[src/rtl/q_learn_pkg.sv]
// Shared defaults, types and helpers for the Q-learning value update pipeline.
package q_learn_pkg;

   localparam int W_DEF           = 16;
   localparam int ADDR_W_DEF      = 8;
   localparam int CNT_W_DEF       = 16;
   localparam int GAMMA_TERMS_DEF = 3;
   // Bit i-1 set adds max_q >>> i to the discounted term: 0.5+0.25+0.125 = 0.875.
   localparam logic [GAMMA_TERMS_DEF-1:0] GAMMA_MASK_DEF = 3'b111;

   // Widest data width the helpers accept; callers sign-extend into this.
   localparam int MAX_W   = 32;
   localparam int SHIFT_W = 4;

   // Saturation verdict for a wide intermediate squeezed into w bits.
   typedef struct packed {
      logic sat;   // value lies outside the signed w-bit range
      logic neg;   // direction of the clip (1 = clip to most negative)
   } sat_info_t;

   // Classifies a sign-extended update against the signed w-bit range; the caller
   // picks the clipped or truncated w-bit value from the verdict.
   function automatic sat_info_t sat_to_w(input logic signed [MAX_W+2:0] v,
                                          input int unsigned            w);
      logic signed [MAX_W+2:0] one;
      logic signed [MAX_W+2:0] hi;
      logic signed [MAX_W+2:0] lo;
      sat_info_t               r;
      one   = {{(MAX_W+2){1'b0}}, 1'b1};
      hi    = (one <<< (w - 1)) - one;
      lo    = ~hi;
      r.sat = (v > hi) || (v < lo);
      r.neg = v[MAX_W+2];
      return r;
   endfunction

   // Shifting by w or more would throw away the whole term, so cap at w-1.
   function automatic logic [SHIFT_W-1:0] clamp_alpha(input logic [SHIFT_W-1:0] s,
                                                      input int unsigned        w);
      if (32'(s) >= w) return SHIFT_W'(w - 1);
      return s;
   endfunction

endpackage

[src/rtl/q_update_pipe_discount.sv]
// Combinational gamma*max_q built from arithmetic right shifts selected by a mask.
module q_discount
   import q_learn_pkg::*;
#(
   parameter int                     W           = W_DEF,
   parameter int                     GAMMA_TERMS = GAMMA_TERMS_DEF,
   parameter logic [GAMMA_TERMS-1:0] GAMMA_MASK  = GAMMA_MASK_DEF
) (
   input  logic [W-1:0] max_q,
   output logic [W:0]   disc
);

   logic signed [W:0] max_ext;
   logic signed [W:0] acc;

   assign max_ext = {max_q[W-1], max_q};

   // Sum the enabled binary fractions of max_q.
   // NOTE: combinational blocks assign every output a default first so no latch is inferred.
   always_comb begin
      acc = '0;
      for (int i = 1; i <= GAMMA_TERMS; i++) begin
         if (GAMMA_MASK[i-1]) acc = acc + (max_ext >>> i);
      end
   end

   assign disc = acc;

endmodule

[src/rtl/q_update_pipe.sv]
// Three-stage Q-value updater: new_q = old_q + alpha*(reward + gamma*max_q - old_q),
// saturated to W bits, with valid/ready on both sides and a pass-through address tag.
module q_update_pipe
   import q_learn_pkg::*;
#(
   parameter int                     W           = W_DEF,
   parameter int                     ADDR_W      = ADDR_W_DEF,
   parameter int                     GAMMA_TERMS = GAMMA_TERMS_DEF,
   parameter logic [GAMMA_TERMS-1:0] GAMMA_MASK  = GAMMA_MASK_DEF,
   parameter int                     CNT_W       = CNT_W_DEF
) (
   input  logic              clk,
   input  logic              rst_n,
   input  logic              in_valid,
   output logic              in_ready,
   input  logic [W-1:0]      in_old_q,
   input  logic [W-1:0]      in_max_q,
   input  logic [W-1:0]      in_reward,
   input  logic [3:0]        in_alpha_shift,
   input  logic [ADDR_W-1:0] in_addr,
   output logic              out_valid,
   input  logic              out_ready,
   output logic [W-1:0]      out_new_q,
   output logic [ADDR_W-1:0] out_addr,
   output logic              out_sat,
   output logic [CNT_W-1:0]  sat_count
);

   localparam int XW = W + 3;   // headroom for reward + disc - old_q and the final add

   // Global pipeline enable: everything moves when the output slot is free or draining.
   logic adv;
   assign adv      = !out_valid || out_ready;
   assign in_ready = adv;

   // Stage 1 registers
   logic                 s1_valid;
   logic signed [W:0]    s1_disc;
   logic signed [W-1:0]  s1_old;
   logic signed [W-1:0]  s1_reward;
   logic [3:0]           s1_ashift;
   logic [ADDR_W-1:0]    s1_addr;

   // Stage 2 registers
   logic                 s2_valid;
   logic signed [XW-1:0] s2_td;
   logic signed [W-1:0]  s2_old;
   logic [3:0]           s2_ashift;
   logic [ADDR_W-1:0]    s2_addr;

   logic [W:0]           disc_c;
   logic signed [XW-1:0] td_c;
   logic signed [XW-1:0] upd_c;
   sat_info_t            sat_c;
   logic [W-1:0]         q_c;

   q_discount #(
      .W           (W),
      .GAMMA_TERMS (GAMMA_TERMS),
      .GAMMA_MASK  (GAMMA_MASK)
   ) u_discount (
      .max_q (in_max_q),
      .disc  (disc_c)
   );

   // Temporal difference from stage-1 operands; W+3 bits cannot overflow.
   always_comb begin
      td_c = XW'(s1_reward) + XW'(s1_disc) - XW'(s1_old);
   end

   // Apply alpha as an arithmetic shift, then clip the sum into W bits.
   always_comb begin
      upd_c = XW'(s2_old) + (s2_td >>> s2_ashift);
      sat_c = sat_to_w((MAX_W+3)'(upd_c), W);
      if (sat_c.sat) q_c = sat_c.neg ? {1'b1, {(W-1){1'b0}}} : {1'b0, {(W-1){1'b1}}};
      else           q_c = upd_c[W-1:0];
   end

   // Stage valids and the visible output register; cleared by reset.
   // NOTE: sequential state uses non-blocking assignments so all stages sample the pre-edge values.
   always_ff @(posedge clk) begin
      if (!rst_n) begin
         s1_valid  <= 1'b0;
         s2_valid  <= 1'b0;
         out_valid <= 1'b0;
         out_new_q <= '0;
         out_addr  <= '0;
         out_sat   <= 1'b0;
      end else if (adv) begin
         s1_valid  <= in_valid;
         s2_valid  <= s1_valid;
         out_valid <= s2_valid;
         out_new_q <= q_c;
         out_addr  <= s2_addr;
         out_sat   <= s2_valid && sat_c.sat;
      end
   end

   // Internal data payload of stages 1 and 2, qualified by the stage valids.
   // NOTE: payload registers have no reset; their valid bits already mark them as empty.
   always_ff @(posedge clk) begin
      if (adv) begin
         s1_disc   <= $signed(disc_c);
         s1_old    <= $signed(in_old_q);
         s1_reward <= $signed(in_reward);
         s1_ashift <= clamp_alpha(in_alpha_shift, W);
         s1_addr   <= in_addr;
         s2_td     <= td_c;
         s2_old    <= s1_old;
         s2_ashift <= s1_ashift;
         s2_addr   <= s1_addr;
      end
   end

   // Count delivered saturated results, sticking at all-ones.
   always_ff @(posedge clk) begin
      if (!rst_n) begin
         sat_count <= '0;
      end else if (out_valid && out_ready && out_sat && (sat_count != '1)) begin
         sat_count <= sat_count + 1'b1;
      end
   end

endmodule

[config.mk]
export PLATFORM = sky130hd
export DESIGN_NAME = q_update_pipe
export DESIGN_NICKNAME = d
export VERILOG_FILES = /design/src/rtl/q_learn_pkg.sv /design/src/rtl/q_update_pipe_discount.sv /design/src/rtl/q_update_pipe.sv
export SDC_FILE = /design/constraint.sdc
export NUM_CORES = 1
export LEC_CHECK = 0
export ABC_AREA = 1
export BUFFER_PORTS_ARGS = -buffer_cell sky130_fd_sc_hd__buf_4
export CELL_PAD_IN_SITES_DETAIL_PLACEMENT = 1
export CELL_PAD_IN_SITES_GLOBAL_PLACEMENT = 2
export CORE_MARGIN = 1.5
export CORE_UTILIZATION = 37
export CTS_CLUSTER_SIZE = 10
export DETAILED_ROUTE_END_ITERATION = 8
export PLACE_DENSITY_LB_ADDON = 0.1
export SYNTH_ARGS = -nofsm -noshare
export SYNTH_HDL_FRONTEND = slang
export SYNTH_SLANG_ARGS = --single-unit
[constraint.sdc]
create_clock -name clk -period 7.5 [get_ports clk]
set_input_delay 1.5 -clock clk [delete_from_list [all_inputs] [get_ports clk]]
set_output_delay 1.5 -clock clk [all_outputs]
set_load 0.01 [all_outputs]
==> results.tsv <==
metric	value	unit
ys_seq_area_share	45.5	%
worstMarginPinSlew	0.858	ns
crit_path_top_delay_cell	edfxtp_1	
p_comb_share	44.1	%
boundaryPins	107	
required	7.80	ns
finalCritPeriodShare	58.8	%
routed_wl	21.3	mm
antenna_cells	0	
syn_area_per_cell	9.07	sq um
clk_pin_slew_worst_paths	0.08	ns
path_depth	21	
endpoint	out_new_q[0]	
routedWlPerCell	14.9	um
grt_pass1_wl	35.9	mm
ant_nets	0	
syn_to_final_growth	19.4	%
max-clock-path-buffers	2	
cpPeakStageDelay	0.80	ns
p_leak	4.91	nW
core_area	23700	sq um
htree_levels	4	
cts_buffers	17	
finalWeightedCongestion	0.810	
top_layer_used	met4	
worstPathCellList	inv_1 > nand2_1 > o21ai_0 > o21ai_0 > mux2i_1 > nand2_1 > o21ai_0 > ha_1 > fa_1 > nand2_1 > nand3_1 > nand3_1 > nand2_1 > nand2_1 > nand2_1 > nand2_1 > nand2_1 > nor2_2 > a21oi_2 > nor2_4 > a21oi_1	
clock-sinks	151	
rsz0062_at_grt	no	
die_area	25300	sq um
layout_min_cycle_time	4.41	ns
r2r_slack	3.09	ns
dpl.cell_count	1399	
p_sw_share	40.9	%
fillerInstances	2822	
p_switching	1.53	mW
post-dp-hpwl	16.9	mm
power.total	3.74	mW
relSlewSlack	42.8	%
drt-met1-wl	9.54	mm
synthArstFlopShare	0	%
grt_pass1_vias	7214	
synth-edff-count	107	
clkPwrFrac	23.9	%
cp-start-kind	flip-flop	
rows	56	
postCtsSetupBuffers	0	
cp-end-kind	flip-flop	
die_y	159	um
synth_area	9000	sq um
synth.distinct_cells	43	
r2r-start	s2_ashift[0]	
syn_inst	992	
skew	0.0109	ns
seqPwrFrac	31.9	%
timing.fmax	227	MHz
numPortBuffers	105	
critical_path.top_delay_family	simple AND/OR/NAND/NOR gates	
via_count	6885	
nNetsFinal	1244	
drv_slew	0	
cts-resized-gates	0	
syn_nets	1137	
yosysWarnings	0	
yosys_register_bits	151	
min_path_type	flip-flop to flip-flop	
p_int	2.21	mW
globalRoute.totalOverflow	0	
rr_endpoint	out_new_q[0]	
vias_per_cell	4.81	
drt_iter0_drc	305	
drv_cap	0	
drive_gt1_share	14.7	%
grt_util_all_layers	17.7	%
clk_latency	0.44	ns
cp_num_buf_inv	1	
cp.arrival	4.71	ns
start_util	38.0	%
worst-path-max-fanout	19	
final_common_cell	nand2_1	
status	finished clean	
r2r_cells	21	
root_buffer	clkbuf_16	
critPathKind	flip-flop to flip-flop	
hold_viol	0	
peakVddDrop	0.000156	V
dr_wl_met3	520	um
fp.dieW	159	um
drc_errors	0	
antenna_found_initial	0	
synth_top_flop_cell	edfxtp_1	
fin_tns_setup	0	ns
cts_hold_buf	0	
p_per_area	348	nW/um^2
final_cell_mix	nand2_1, inv_1, buf_4	
fin_cells	1431	
dr_wl_met2	11.0	mm
grt_max_degree	73	
startpoint	s2_ashift[0]	
setup_viol	0	
cp_common_cell	nand2_1	
cts_tree	built	
firstDrtPassIters	5	
[power groups by stage]
stage          clock [mW]  sequential [mW]  combinational [mW]
6_report            0.894             1.19                1.65
5_1_grt             0.949             1.22                1.89
4_1_cts             0.919             1.20                1.69
3_5_place_dp            0             1.22                1.67
3_3_place_gp            0             1.21                1.64
2_1_floorplan           0             1.20                1.24
[metrics by stage]
stage	area, sq um	utilization (%)	worst slack [ns]	hold slack [ns]
after floorplan	9000	-	1.09	0.400
after global placement	10100	42.7	3.00	0.403
after detailed placement	10100	42.7	2.96	0.406
after CTS	10700	45.4	2.95	0.423
after global routing	10700	45.4	2.56	0.434
final	10700	45.4	3.09	0.426
[Yosys cell counts (5+ instances only)]
library cell	instances	area (sq um)
a31oi_1	8	50.1
nor3_1	12	60.1
dfxtp_1	44	881
fa_1	31	621
a21oi_2	11	96.3
o21bai_1	6	45.0
nand2_1	199	747
o21ai_0	85	425
a21oi_1	73	365
clkbuf_1	16	60.1
mux2i_1	10	100
nor2_1	64	240
ha_1	50	626
nand3_1	40	200
inv_1	145	544
a21o_1	7	52.6
xor2_1	23	201
xnor2_1	19	166
edfxtp_1	107	3210
nand4_1	5	31.3
[worst reg2reg max path, delay by kind of cell (launching register included)]
family / cells / cell delay (ns)
simple gates: 12 / 1.49
flops: 1 / 0.80
compound gates: 5 / 0.73
fa+ha+maj: 2 / 0.73
buf+inv: 1 / 0.36
mux: 1 / 0.17
[how the worst min path moves through the flow]
stage	from	end	slack (ns)	cells past startpoint
2_1_floorplan	s1_addr[0]	s2_addr[0]	0.40	0
3_3_place_gp	s1_addr[4]	s2_addr[4]	0.40	0
3_5_place_dp	s1_ashift[2]	s2_ashift[2]	0.41	0
4_1_cts	s1_ashift[2]	s2_ashift[2]	0.42	0
5_1_grt	s1_ashift[2]	s2_ashift[2]	0.43	0
6_report	s1_addr[2]	s2_addr[2]	0.43	0
[sequential cells by signal (all words and copies together) (netlist names), 8 cells and up]
name	count
s2_td	19
out_new_q	16
s1_disc	16
s1_old	16
s1_reward	16
s2_old	16
sat_count	16
out_addr	8
s1_addr	8
s2_addr	8
[metal layers]
metal	vias to the layer above	GRT usage, %
met3	22	2.89
met5	-	0
met4	0	4.76
met2	96	32.1
met1	3245	21.6
li1	3522	-
[area by class of cell]
cell class              count  area [sq um]  share of cell area (%)
repair buffers            108           811                    7.55
flip-flops and latches    151          4090                    38.1
clock inverters            15           198                    1.84
inverters                 148           558                    5.19
multi-input cells         673          4260                    39.6
clock buffers              17           425                    3.96
well taps                 319           399                    3.71
[logic make-up (layout without fill, tap and decap cells)]
logic type | count (synthesis) | after routing | synth area share [%]
AND/OR/NAND/NOR | 341 | 341 | 16.0
AO/OA/AOI/OAI | 199 | 199 | 12.3
buffers and inverters | 168 | 288 | 7.19
flip-flops | 151 | 151 | 45.5
adder cells (fa/ha/maj) | 81 | 81 | 13.8
XOR/XNOR | 42 | 42 | 4.09
multiplexers | 10 | 10 | 1.11
Note: power is estimated with default switching activity, not from simulation.
